--- src/rtl/div_pkg.sv ---
// Shared definitions for the sequential restoring divider: state encoding,
// default width and the FSM-to-datapath control strobe bundle.
package div_pkg;
  localparam int DIV_WIDTH = 8;

  typedef enum logic [3:0] {
    IDLE   = 4'd0,
    LOAD_Q = 4'd1,
    LOAD_M = 4'd2,
    SHIFT  = 4'd3,
    SUB    = 4'd4,
    INCR   = 4'd5,
    OUT_Q  = 4'd6,
    OUT_R  = 4'd7
  } div_state_e;

  // At most one strobe is high in any cycle.
  typedef struct packed {
    logic ld_q;
    logic ld_m;
    logic shift;
    logic sub;
    logic incr;
  } div_ctrl_t;
endpackage

--- src/rtl/div_if.sv ---
// Shared-bus handshake between the ALU top level and the divider.
interface div_if #(parameter int WIDTH = div_pkg::DIV_WIDTH);
  logic             enable;
  logic             start;
  logic [WIDTH-1:0] inbus;
  logic [WIDTH-1:0] outbus;
  logic             out_valid;
  logic             out_sel;
  logic             busy;
  logic             div_by_zero;

  modport master (output enable, start, inbus,
                  input  outbus, out_valid, out_sel, busy, div_by_zero);
  modport slave  (input  enable, start, inbus,
                  output outbus, out_valid, out_sel, busy, div_by_zero);
endinterface

--- src/rtl/div_datapath.sv ---
// A/Q/M/count registers of the restoring divider with subtractor, shifter and
// divisor-zero detect; every update is triggered by one control strobe.
module div_datapath
  import div_pkg::*;
#(
  parameter int WIDTH = DIV_WIDTH
) (
  input  logic             clk,
  input  logic             rst,
  input  div_ctrl_t        ctrl_i,
  input  logic [WIDTH-1:0] inbus_i,
  output logic [WIDTH-1:0] quo_o,
  output logic [WIDTH-1:0] rem_o,
  output logic             dneg_o,
  output logic             cnt_last_o,
  output logic             dvsr_zero_o,
  output logic             dbz_o
);
  localparam int CW = $clog2(WIDTH);

  logic [WIDTH:0]   a_q, a_d, diff;
  logic [WIDTH-1:0] q_q, q_d, m_q, m_d;
  logic [CW-1:0]    cnt_q, cnt_d;
  logic             dbz_q, dbz_d;

  assign diff        = a_q - {1'b0, m_q};
  assign dneg_o      = diff[WIDTH];
  assign cnt_last_o  = (cnt_q == CW'(WIDTH - 1));
  assign dvsr_zero_o = (inbus_i == '0);
  assign quo_o       = q_q;
  assign rem_o       = a_q[WIDTH-1:0];
  assign dbz_o       = dbz_q;

  always_comb begin
    a_d   = a_q;
    q_d   = q_q;
    m_d   = m_q;
    cnt_d = cnt_q;
    dbz_d = dbz_q;
    if (ctrl_i.ld_q) begin
      q_d   = inbus_i;
      a_d   = '0;
      cnt_d = '0;
      dbz_d = 1'b0;
    end
    if (ctrl_i.ld_m) begin
      m_d = inbus_i;
      // Zero divisor skips iterations: quotient saturates, remainder = dividend.
      if (dvsr_zero_o) begin
        a_d   = {1'b0, q_q};
        q_d   = '1;
        dbz_d = 1'b1;
      end
    end
    if (ctrl_i.shift) {a_d, q_d} = {a_q[WIDTH-1:0], q_q, 1'b0};
    if (ctrl_i.sub) begin
      if (!diff[WIDTH]) begin
        a_d    = diff;
        q_d[0] = 1'b1;
      end else begin
        q_d[0] = 1'b0;
      end
    end
    if (ctrl_i.incr) cnt_d = cnt_last_o ? '0 : cnt_q + 1'b1;
  end

  always_ff @(posedge clk or posedge rst) begin
    if (rst) begin
      a_q   <= '0;
      q_q   <= '0;
      m_q   <= '0;
      cnt_q <= '0;
      dbz_q <= 1'b0;
    end else begin
      a_q   <= a_d;
      q_q   <= q_d;
      m_q   <= m_d;
      cnt_q <= cnt_d;
      dbz_q <= dbz_d;
    end
  end
endmodule

--- src/rtl/div_unit.sv ---
// Sequential unsigned restoring divider: control FSM driving div_datapath,
// quotient then remainder presented on outbus one cycle each.
module div_unit
  import div_pkg::*;
#(
  parameter int WIDTH = DIV_WIDTH
) (
  input logic  clk,
  input logic  rst,
  div_if.slave bus
);
  div_state_e       state_q, state_d;
  div_ctrl_t        ctrl;
  logic [WIDTH-1:0] quo, rem;
  logic             dneg, cnt_last, dvsr_zero, dbz;

  div_datapath #(.WIDTH(WIDTH)) u_dp (
    .clk        (clk),
    .rst        (rst),
    .ctrl_i     (ctrl),
    .inbus_i    (bus.inbus),
    .quo_o      (quo),
    .rem_o      (rem),
    .dneg_o     (dneg),
    .cnt_last_o (cnt_last),
    .dvsr_zero_o(dvsr_zero),
    .dbz_o      (dbz)
  );

  always_comb begin
    state_d = state_q;
    ctrl    = '0;
    // Dropping enable aborts from any state; strobes stay low so registers hold.
    if (!bus.enable) begin
      state_d = IDLE;
    end else begin
      unique case (state_q)
        IDLE:    if (bus.start) state_d = LOAD_Q;
        LOAD_Q:  begin ctrl.ld_q = 1'b1; state_d = LOAD_M; end
        LOAD_M:  begin ctrl.ld_m = 1'b1; state_d = dvsr_zero ? OUT_Q : SHIFT; end
        SHIFT:   begin ctrl.shift = 1'b1; state_d = SUB; end
        SUB:     begin ctrl.sub = 1'b1; state_d = INCR; end
        INCR:    begin ctrl.incr = 1'b1; state_d = cnt_last ? OUT_Q : SHIFT; end
        OUT_Q:   state_d = OUT_R;
        OUT_R:   state_d = IDLE;
        default: state_d = IDLE;
      endcase
    end
  end

  always_ff @(posedge clk or posedge rst) begin
    if (rst) state_q <= IDLE;
    else     state_q <= state_d;
  end

  assign bus.busy        = (state_q != IDLE);
  assign bus.out_valid   = (state_q == OUT_Q) || (state_q == OUT_R);
  assign bus.out_sel     = (state_q == OUT_R);
  assign bus.outbus      = (state_q == OUT_Q) ? quo :
                           (state_q == OUT_R) ? rem : '0;
  assign bus.div_by_zero = dbz;

  // dneg is consumed inside the datapath; exported only for observability.
  logic unused_ok;
  assign unused_ok = dneg;
endmodule

--- src/flat_wrapper.sv ---
// flat-port wrapper written by rule: the top's interface ports become plain ports
module div_unit_flat import div_pkg::*;
#(
  parameter int WIDTH = DIV_WIDTH
)
  (clk, rst, bus_enable, bus_start, bus_inbus, bus_outbus, bus_out_valid, bus_out_sel, bus_busy, bus_div_by_zero);
  div_if #(.WIDTH(WIDTH)) bus_i ();
  input logic clk;
  input logic rst;
  input wire logic [$bits(bus_i.enable)-1:0] bus_enable;
  input wire logic [$bits(bus_i.start)-1:0] bus_start;
  input wire logic [$bits(bus_i.inbus)-1:0] bus_inbus;
  output wire logic [$bits(bus_i.outbus)-1:0] bus_outbus;
  output wire logic [$bits(bus_i.out_valid)-1:0] bus_out_valid;
  output wire logic [$bits(bus_i.out_sel)-1:0] bus_out_sel;
  output wire logic [$bits(bus_i.busy)-1:0] bus_busy;
  output wire logic [$bits(bus_i.div_by_zero)-1:0] bus_div_by_zero;
  assign bus_i.enable = bus_enable;
  assign bus_i.start = bus_start;
  assign bus_i.inbus = bus_inbus;
  assign bus_outbus = bus_i.outbus;
  assign bus_out_valid = bus_i.out_valid;
  assign bus_out_sel = bus_i.out_sel;
  assign bus_busy = bus_i.busy;
  assign bus_div_by_zero = bus_i.div_by_zero;
  div_unit #(.WIDTH(WIDTH)) u_core (.clk(clk), .rst(rst), .bus(bus_i));
endmodule
--- config.mk ---
export PLATFORM = sky130hd
export DESIGN_NAME = div_unit_flat
export DESIGN_NICKNAME = d
export VERILOG_FILES = /design/src/rtl/div_pkg.sv /design/src/rtl/div_if.sv /design/src/rtl/div_datapath.sv /design/src/rtl/div_unit.sv /design/src/flat_wrapper.sv
export SDC_FILE = /design/constraint.sdc
export NUM_CORES = 1
export LEC_CHECK = 0
export ABC_AREA = 1
export BUFFER_PORTS_ARGS = -buffer_cell sky130_fd_sc_hd__buf_4
export CELL_PAD_IN_SITES_DETAIL_PLACEMENT = 1
export CELL_PAD_IN_SITES_GLOBAL_PLACEMENT = 2
export CORE_ASPECT_RATIO = 0.5
export CORE_UTILIZATION = 33
export DETAILED_ROUTE_END_ITERATION = 7
export PLACE_DENSITY_LB_ADDON = 0.15
export REMOVE_ABC_BUFFERS = 1
export SETUP_SLACK_MARGIN = 0.3
export SLEW_MARGIN = 5
export SYNTH_ARGS = -nofsm -noshare
export SYNTH_HDL_FRONTEND = slang
export SYNTH_SLANG_ARGS = --single-unit
--- constraint.sdc ---
create_clock -name clk -period 2.2 [get_ports clk]
set_input_delay 0.11 -clock clk [delete_from_list [all_inputs] [get_ports clk]]
set_output_delay 0.11 -clock clk [all_outputs]
set_load 0.01 [all_outputs]
; ---- After elaboration in Yosys (flattened, before gate mapping)
; Cells that the tools add are included.
[word_totals]
ff_bits = 33
out_inout_bits = 12
wordCells = 53
inputBits = 12
[classes]
reduce_logical = 5
n_addsub = 2
eq_ne = 9
muxes = 31
[ops]
columns = op, n
row1 = two-way mux 9 bit, 6
row2 = two-way mux 8 bit, 6
row3 = one-hot mux 4 bit (7 select lines), 1
row4 = == test 4 x 3 -> 1 bit (second input constant), 4
row5 = two-way mux 3 bit, 5
row6 = two-way mux 1 bit, 10
row7 = subtractor 9 x 8 -> 9 bit, 1
row8 = == test 4 x 2 -> 1 bit (second input constant), 2
row9 = logical NOT 8 bit, 1
row10 = two-way mux 4 bit, 2
row11 = two-way mux 5 bit, 1
row12 = == test 4 x 1 -> 1 bit (second input constant), 1
row13 = logical NOT 4 bit, 1
row14 = nonzero test 4 bit, 1
row15 = adder 3 x 1 -> 3 bit (second input constant), 1
row16 = == test 3 bit (second input constant), 1
row17 = inequality test 3 bit (second input constant), 1
row18 = nonzero test 2 bit, 1
row19 = logical OR 1 bit, 1

; ---- Longest topological paths before layout
; Gate-level depths: netlist of the first run.
[logic_depth]
depth_word = 9
ltp_mapped = 13
ltp_nobuf = 13

; ---- Hierarchy
; A second synthesis of the first run with hierarchy kept.
[hier_totals]
hier_cells = 337
hier_area_um2 = 2339.7
[modules_own_cells]
columns = mod, area_per_inst_um2, cells_each, seq_area_each_um2, instances
row1 = div_datapath, 1971.9, 271, 725.7, 1
row2 = div_unit, 367.9, 66, 75.1, 1

; ---- Least setup slack after synthesis of the first run
; Ideal clock, no wire load.
[synth_path]
path_kind = reg2reg
from = reg u_core.u_dp.a_q[0]
to = reg u_core.u_dp.a_q[7]
stages_incl_launch_ff = 12
period_less_slack_ps = 1776
slack_ps = 424
path_buffers = 0
required_time_ps = 2083
t_arrival_ps = 1659
setup_time_ps = 117
path_cell_list = dfrtp_1 -> inv_1 -> ha_1 -> fa_1 -> inv_1 -> nand2_1 -> nand2_1 -> nand3_1 -> nand3_1 -> nand3_2 -> nor2_1 -> nor2_1
[synth_between]
elab_chain_cells = 3
[synth_rtl]
columns = element, line
row1 = "start, declared", div_datapath.sv:21  ; logic [WIDTH:0] a_q, a_d, diff;
row2 = "start signal, assigned", div_datapath.sv:69  ; a_q <= '0;
row3 = "start signal, assigned", div_datapath.sv:75  ; a_q <= a_d;
row4 = subtractor 9 x 8 -> 9 bit, div_datapath.sv:26  ; assign diff = a_q - {1'b0, m_q};
row5 = two-way mux 9 bit, div_datapath.sv:57  ; if (!diff[WIDTH]) begin
row6 = two-way mux 9 bit, div_datapath.sv:56  ; if (ctrl_i.sub) begin
row7 = via u_core.u_dp.a_d[7], div_datapath.sv:21
; The timed path passes the listed nets, and every way through them passes these cells.
; A chain may end at the register's enable or synchronous reset.

; ---- Worst setup path after layout of the first run
[layout_path]
from = reg u_core.u_dp.m_q[0]
to = reg u_core.u_dp.a_q[7]
[layout_between]
elab_chain_cells = 3
[layout_rtl]
columns = element, line
row1 = "start, declared", div_datapath.sv:22  ; logic [WIDTH-1:0] q_q, q_d, m_q, m_d;
row2 = "start signal, assigned", div_datapath.sv:77  ; m_q <= m_d;
row3 = subtractor 9 x 8 -> 9 bit, div_datapath.sv:26
row4 = two-way mux 9 bit, div_datapath.sv:57
row5 = two-way mux 9 bit, div_datapath.sv:56
row6 = via u_core.u_dp.a_d[7], div_datapath.sv:21
; The timed path passes the listed nets, and every way through them passes these cells.

==> metrics.md, run 1 <==
| Metric | Value |
|---|---|
| Status | `complete, no violations` |
| DRT antenna net count | `0` |
| Worst setup startpoint | `u_core.u_dp.m_q[0]` |
| Worst R2R Setup Slack | `roughly 0.34 ns` |
| Sequential share of the synthesized area | `a little under two fifths` |
| RSZ-0062 raised after global routing | `true` |
| Worst-Margin Slew | `0.453 ns` |
| Worst Path Max Fanout | `8` |
| Synthesized area | `around 0.0022 mm²` |
| Gr ovfl total | `0` |
| Clock Latency Late Sink | `between 0.2 and 0.3 ns` |
| Post-synth EDFFs | `0` |
| Root Driver | `clkbuf_16` |
| CP Class | `reg -> reg` |
| First-pass GRT wire length | `11,200 µm` |
| Vias in the first global route | `about 2.2k` |
| Slowest cell on crit path | `dfrtp_1` |
| Setup TNS | `0 ns` |
| CTS tree | `done` |
| Routed len/inst | `15.8 µm` |
| Final core occ | `between 40% and 50%` |
| Cells after Synth | `317` |
| I/O pins | `24` |
| Worst path cell trace | `ha_4 > fa_2 > inv_2 > nand2_2 > nand2_2 > nand3_2 > nand3_4 > nand2_4 > nor2_4 > nor2_1 > nor2_1` |
| Peak supply drop | `a little over 300 µV` |
| CP bufs+invs | `1` |
| Largest net degree at the start of global routing | `33` |
| Flops & latches, synth | `32` |
| Final hold vios | `0` |
| YS warnings | `0` |
| Initial antenna violation count | `0` |
| Die area | `~0.007 mm²` |
| Die Y-Extent | `between 50 and 60 µm` |
| 1st-pass router iterations | `4` |
| WHS Endpoint | `u_core.u_dp.m_q[2]` |
| Area leader, netlist | `dfrtp_1` |
| Post-layout min period | `between 1.5 and 2 ns` |
| Post-synthesis async set-or-reset flop share | `100%` |
| Critical Path End Type | `flop` |
| P_sw | `about 1.0 mW` |
| Share of the synthesized area in the top cell type | `a little under two fifths` |
| Core Box Area | `between 0.006 and 0.007 mm²` |
| Beginning of the worst hold path | `bus_inbus[2]` |
| Worst Path Required | `2.40 ns` |
| Clock Sinks | `32` |
| Delay-heaviest family, CP | `simple AND/OR/NAND/NOR gates` |
| Most common cell in the netlist | `nand2_1` |
| Slew HR | `69.8%` |
| Distinct cells, synth | `32` |
| Register clock-pin slew on the reported worst setup and hold paths | `approximately 0.05 ns` |
| Leakage | `1.40 nW` |
| Main area contributors after synthesis | `dfrtp_1 (37%), nand2_1 (17%), inv_1 (7.4%)` |
| Num CTS Buffers | `5` |
| Startpoint types | `flop` |
| Total Wirelength | `a little under 7000 µm` |
| Post-synth top cells | `nand2_1 (100), inv_1 (43), dfrtp_1 (32)` |
| H-tree depth | `2` |
| Total track usage | `a little over a fifth` |
| Power Dens Cells | `slightly below 1000 mW/mm²` |
| Reg2Reg Depth | `11` |
| Worst Hold Class | `in -> reg` |
| Final setup fails | `0` |
| FF-to-FF Start | `u_core.u_dp.m_q[0]` |
| Combinational power share | `43.0%` |
| Seq pwr share | `a little under a third` |
| Crit-path max cell delay | `roughly 0.4 ns` |
| CP arrival | `slightly above 2 ns` |
| Syn avg cell area | `6.89 µm²` |
| Max Buffers Root-to-Sink | `2` |
| Die Wd | `~120 µm` |
| Clock Power Share | `between 20% and 30%` |
| Initial drt markers | `101` |
| Port-buffer cells | `23` |
| Routability congestion estimate from global placement | `0.828` |
| Period utilisation layout | `between 80% and 90%` |
| Remaining DRCs | `0` |
| Initial Utilization | `a little over a third` |
| Main synth FF type | `dfrtp_1` |
| Internal power | `1.66 mW` |
| Max Clk Rate | `0.539 GHz` |
| Fin. max-slew vios | `0` |
| Synth-to-Final Area Change | `25.8%` |
| Skew final | `roughly 0.0053 ns` |
| Via density | `4.92` |
| Via Count | `roughly 2.2k` |
| Fin nets | `between 300 and 400` |
| Max_cap viols | `0` |
| Row Count | `20` |
| Switch share | `between 30% and 40%` |
| Worst R2R End | `u_core.u_dp.a_q[7]` |
| Hold path depth | `3` |
| # diodes | `0` |
| Share of cells above drive strength 1 | `19.7%` |
| HPWL after DPL | `a little over 5000 µm` |
## final cells by class
cell class / instances / area [µm²]
repair buffers: 33 / 250
clock buffers: 8 / 146
fillers: 783 / 3480
flip-flops and latches: 32 / 801
inverters: 49 / 186
well taps: 88 / 110
multi-input cells: 229 / 1250
## per-stage QoR
| stage | cells | cell area (µm²) | setup slack, ns | power (mW) | hold WS (ns) |
|---|---|---|---|---|---|
| final | 439 | 2750 | 0.343 | 2.69 | 0.0619 |
| after CTS | 435 | 2640 | 0.315 | 2.59 | 0.0623 |
| after floorplan | 310 | 2130 | 0.424 | 1.55 | 0.226 |
| after global routing | 439 | 2750 | 0.229 | 2.92 | 0.0837 |
| after detailed placement | 426 | 2450 | 0.195 | 1.85 | 0.247 |
| after global placement | 426 | 2450 | 0.278 | 1.83 | 0.238 |
## power by group through the flow
stage	Sequential [mW]	Clock [mW]	Combinational [mW]
after floorplan	0.813	0	0.738
after global placement	0.831	0	0.996
final	0.836	0.701	1.16
after global routing	0.852	0.735	1.33
after CTS	0.831	0.712	1.04
after detailed placement	0.835	0	1.01
## state kept, by name (all words and copies together) (netlist names)
name,cells
u_core.state_q,3
u_core.u_dp.a_q,9
u_core.u_dp.cnt_q,3
u_core.u_dp.dbz_o,1
u_core.u_dp.m_q,8
u_core.u_dp.quo_o,8
## repair_timing
item | 4_1_cts | 5_1_grt
hold buffers | 1 | 0
hold endpoints to repair | 32 | 0
buffers inserted | 0 | 4
endpoints found under the setup margin | 12 | 9
pin swaps | 2 | 9
resized for setup | 8 | 16
## metal layers
metal	GRT usage, %	part of all wire [%]
met1	33.2	56
met2	32.5	40
met3	4.09	3.8
met4	3.25	0.58
met5	0	0
## worst min-delay path, cell delays in order
cell,delay (ns)
buf_4,0.09
nand2_1,0.04
o21ai_0,0.06
## cells by family (layout without fill, tap and decap cells)
| family | count (synthesis) | count (layout) | synth area share, % |
|---|---|---|---|
| flops | 32 | 32 | 36.7 |
| simple gates | 165 | 165 | 31.9 |
| xor+xnor | 3 | 3 | 1.20 |
| fa+ha+maj | 11 | 11 | 6.65 |
| mux | 1 | 1 | 0.516 |
| compound gates | 49 | 49 | 12.3 |
| buf+inv | 56 | 90 | 10.8 |
## how the worst max path moves through the flow
stage,depth (start not counted),to,slack [ns]
4_1_cts,10,u_core.u_dp.a_q[7],0.31
5_1_grt,11,u_core.u_dp.a_q[7],0.23
2_1_floorplan,11,u_core.u_dp.a_q[7],0.42
3_3_place_gp,11,u_core.u_dp.a_q[7],0.28
6_report,11,u_core.u_dp.a_q[7],0.34
3_5_place_dp,11,u_core.u_dp.a_q[5],0.20
## placed cells by master (no fill, tap or decap), types with 2 or more instances in the layout
master / n
nor2_1: 29
nand2_1: 95
nand3_1: 22
nand2_2: 6
o22ai_1: 6
dfrtp_1: 32
nand3_2: 3
a21oi_1: 11
clkbuf_16: 5
o21ai_0: 15
o21ai_1: 11
clkbuf_1: 2
o211ai_1: 2
ha_1: 5
xnor2_1: 2
nand3_4: 2
inv_1: 41
nor2_4: 3
ha_4: 3
ha_2: 2
buf_4: 32
inv_2: 6
(Power assumes the default switching activity.)
==> inputs of run 2 (changes only) <==
CORE_UTILIZATION = 29   (was 33)
clock period = 1.6 ns   (was 2.2 ns; I/O delays follow)
==> run 2 against run 1 <==
  * The run now ends with negative setup slack left
  * First-iteration DRC count decreased by 4.0%
  * Routed wire length increased by 14%
  * Hold slack worse by 0.016 ns
  * Sequential cell count unchanged
  * Sequential share of layout area fell by 6.4 points
  * Fmax increased by 3.6%
  * Non-clock buffer count is 49 higher
  * Via count increased by 10%
  * Global-route usage shrank 1.4 points
  * Cell count increased by 12%
  * Clock-buffer cell count is 2 lower
  * Clock power rose by 30%
==> metrics.md, run 2 (same netlist as run 1, synthesis figures left out) <==
| Metric | Value |
|---|---|
| Status | `complete, but fails checks` |
| Failing checks | `negative setup slack` |
| First-pass GRT wire length | `12,400 µm (+11%)` |
| Die Wd | `125 µm (+6.6%)` |
| RSZ-0062 raised after global routing | `true` |
| Filler Cells Inserted | `832 (+6.3%)` |
| Power Dens Cells | `1240 mW/mm² (+27%)` |
| Worst Hold Class | `in -> reg` |
| Num CTS Buffers | `5 (unchanged)` |
| PnR worst setup slack | `-0.192 ns (-0.536 ns)` |
| Largest register FFs | `9 (unchanged)` |
| Max Buffers Root-to-Sink | `2 (unchanged)` |
| Vias in the first global route | `2,422 (+11%)` |
| Setup TNS | `-1.65 ns (-1.65 ns)` |
| Peak supply drop | `492 µV (+61%)` |
| Synth-to-Final Area Change | `62.0%` |
| HPWL after DPL | `5740 µm (+11%)` |
| Routed len/inst | `16.0 µm (+1.5%)` |
| Max Clk Rate | `0.558 GHz (+3.6%)` |
| Most Frequent Cell on Critical Path | `nand2_1` |
| Die Y-Extent | `63.4 µm (+6.5%)` |
| FF-to-FF Start | `u_core.u_dp.a_q[5]` |
| Port-buffer cells | `23 (unchanged)` |
| Final setup fails | `10 (+10)` |
| CP arrival | `2.01 ns (-0.05 ns)` |
| Most common cell after layout, fill and taps aside | `nand2_1` |
| 1st-pass router iterations | `4 (unchanged)` |
| Fin. max-slew vios | `0 (unchanged)` |
| Remaining DRCs | `0 (unchanged)` |
| Worst-Margin Slew | `0.439 ns (-0.0137 ns)` |
| Post-layout min period | `1.79 ns (-0.0641 ns)` |
| Routability congestion estimate from global placement | `0.834 (+0.71%)` |
| Crit-path max cell delay | `0.40 ns (about the same)` |
| Initial Utilization | `31.4% (-3.7 points)` |
| DRT antenna net count | `0 (unchanged)` |
| Gr ovfl total | `0 (unchanged)` |
| Final hold vios | `0 (unchanged)` |
| Hold_ws | `0.0457 ns (-0.0162 ns)` |
| Initial antenna violation count | `0 (unchanged)` |
| Slew HR | `70.7% (+0.91 points)` |
| Worst Path Required | `1.82 ns (-0.58 ns)` |
| Fin nets | `424 (+14%)` |
| Post-DP Area | `0.00271 mm² (+10%)` |
| Beginning of the worst hold path | `bus_inbus[7]` |
| H-tree depth | `2 (unchanged)` |
| Core Box Area | `0.00696 mm² (+12%)` |
| Post-route design area | `0.00354 mm² (+29%)` |
| Register clock-pin slew on the reported worst setup and hold paths | `0.06 ns (about the same)` |
| Delay-heaviest family, CP | `simple AND/OR/NAND/NOR gates` |
| Slowest cell on crit path | `dfrtp_1` |
| Max_cap viols | `0 (unchanged)` |
| WHS Endpoint | `u_core.u_dp.m_q[7]` |
| Leakage | `1.82 nW (+30%)` |
| Initial drt markers | `97 (-4.0%)` |
| Critical Path End Type | `flop` |
| CTS tree | `done` |
| Total Wirelength | `7890 µm (+14%)` |
| Inst Count DP | `461 (+8.2%)` |
| Worst Path Max Fanout | `8 (unchanged)` |
| Worst R2R Setup Slack | `-0.19 ns (-0.54 ns)` |
| Total track usage | `20.5% (-1.4 points)` |
| Most frequent cells in the layout | `nand2_1 (78), buf_4 (61), inv_1 (38), dfrtp_1 (30), nor2_1 (26)` |
| Clock Sinks | `32 (unchanged)` |
| Design Power | `4.39 mW (+63%)` |
| Via density | `4.84 (-1.6%)` |
| Skew final | `0.00863 ns (+0.00330 ns)` |
| Root Driver | `clkbuf_16` |
| Clock Latency Late Sink | `0.29 ns (about the same)` |
| Die area | `0.00790 mm² (+13%)` |
| # diodes | `0 (unchanged)` |
| Final Non-Filler Cells | `493 (+12%)` |
| Via Count | `2,386 (+10%)` |
| Worst R2R End | `u_core.u_dp.a_q[6]` |
| Reg2Reg Depth | `10 (-1)` |
| Largest net degree at the start of global routing | `33 (unchanged)` |
| Period utilisation layout | `112% (+28 points)` |
| Post-Place Setup Slack | `-0.399 ns (-0.594 ns)` |
| Worst path cell trace | `ha_1 > nand2_1 > nand2_1 > a21oi_4 > nand2_1 > nand2_2 > nand2_2 > nor2_4 > nor2_1 > nor2_1` |
| Worst setup startpoint | `u_core.u_dp.a_q[5]` |
| Hold path depth | `3 (unchanged)` |
| I/O pins | `24 (unchanged)` |
| Top reg by flops | `u_core.u_dp.a_q` |
| Startpoint types | `flop` |
| Final core occ | `50.8% (+6.7 points)` |
| CP Class | `reg -> reg` |
| Row Count | `21 (+5.0%)` |
| Share of cells above drive strength 1 | `40.6% (+21 points)` |
| CP bufs+invs | `0 (-1)` |
[run 2: cell types whose count changed in the layout (fill, tap and decap cells not counted), moves of 3 or more]
| cell | delta |
|---|---|
| buf_4 | +29 |
| buf_6 | +17 |
| inv_1 | -3 |
| nand2_1 | -17 |
| nand2_4 | +13 |
| nor2_1 | -3 |
| nor2_4 | +4 |
| o21ai_0 | -7 |
| o21ai_1 | -4 |
| o21ai_2 | +11 |
| o22ai_1 | -5 |
| o22ai_2 | +3 |
[run 2: worst reg2reg max path, stage by stage (launching register included)]
cell and delay (ns):
dfrtp_1 0.40, ha_1 0.32, nand2_1 0.07, nand2_1 0.11, a21oi_4 0.19, nand2_1 0.09, nand2_2 0.13, nand2_2 0.08
nor2_4 0.17, nor2_1 0.07, nor2_1 0.10
[run 2: timing repair]
item	in CTS	in global routing
setup endpoints to repair	31	38
setup buffers	15	7
hold buffers	1	0
gates resized for setup	87	48
endpoints found under the hold margin	32	0
gates cloned	1	1
pin swaps	27	28
[run 2: how the worst max path moves through the flow]
stage | end | slack [ns] | cells past startpoint
final | u_core.u_dp.a_q[6] | -0.19 | 10
after global routing | u_core.u_dp.a_q[4] | -0.30 | 11
after CTS | u_core.u_dp.a_q[7] | -0.23 | 11
after detailed placement | u_core.u_dp.a_q[6] | -0.40 | 11
after global placement | u_core.u_dp.a_q[7] | -0.28 | 10
after floorplan | u_core.u_dp.a_q[7] | -0.18 | 11
[run 2: per-layer routing]
| metal | share of wire [%] | up-vias | wire, µm | global-route usage (%) |
|---|---|---|---|---|
| li1 | - | 1184 | - | - |
| met1 | 51 | 1150 | 3990 | 28.8 |
| met2 | 43 | 35 | 3430 | 31.1 |
| met3 | 3.5 | 17 | 277 | 4.84 |
| met4 | 2.4 | 0 | 186 | 6.17 |
| met5 | 0 | - | 0 | 0 |
[run 2: cell type report]
type,instances,area [µm²],share of cell area [%]
clock inverters,1,5.00,0.141
flip-flops and latches,32,803,22.7
well taps,92,115,3.25
repair inverters,1,16.3,0.460
clock buffers,6,129,3.64
inverters,49,214,6.05
multi-input cells,230,1550,43.7
repair buffers,82,709,20.1
[run 2: power by group]
group,internal (mW),switching [mW]
Combinational,1.06,1.27
Sequential,1.04,0.107
Clock,0.565,0.349
Total,2.67,1.73
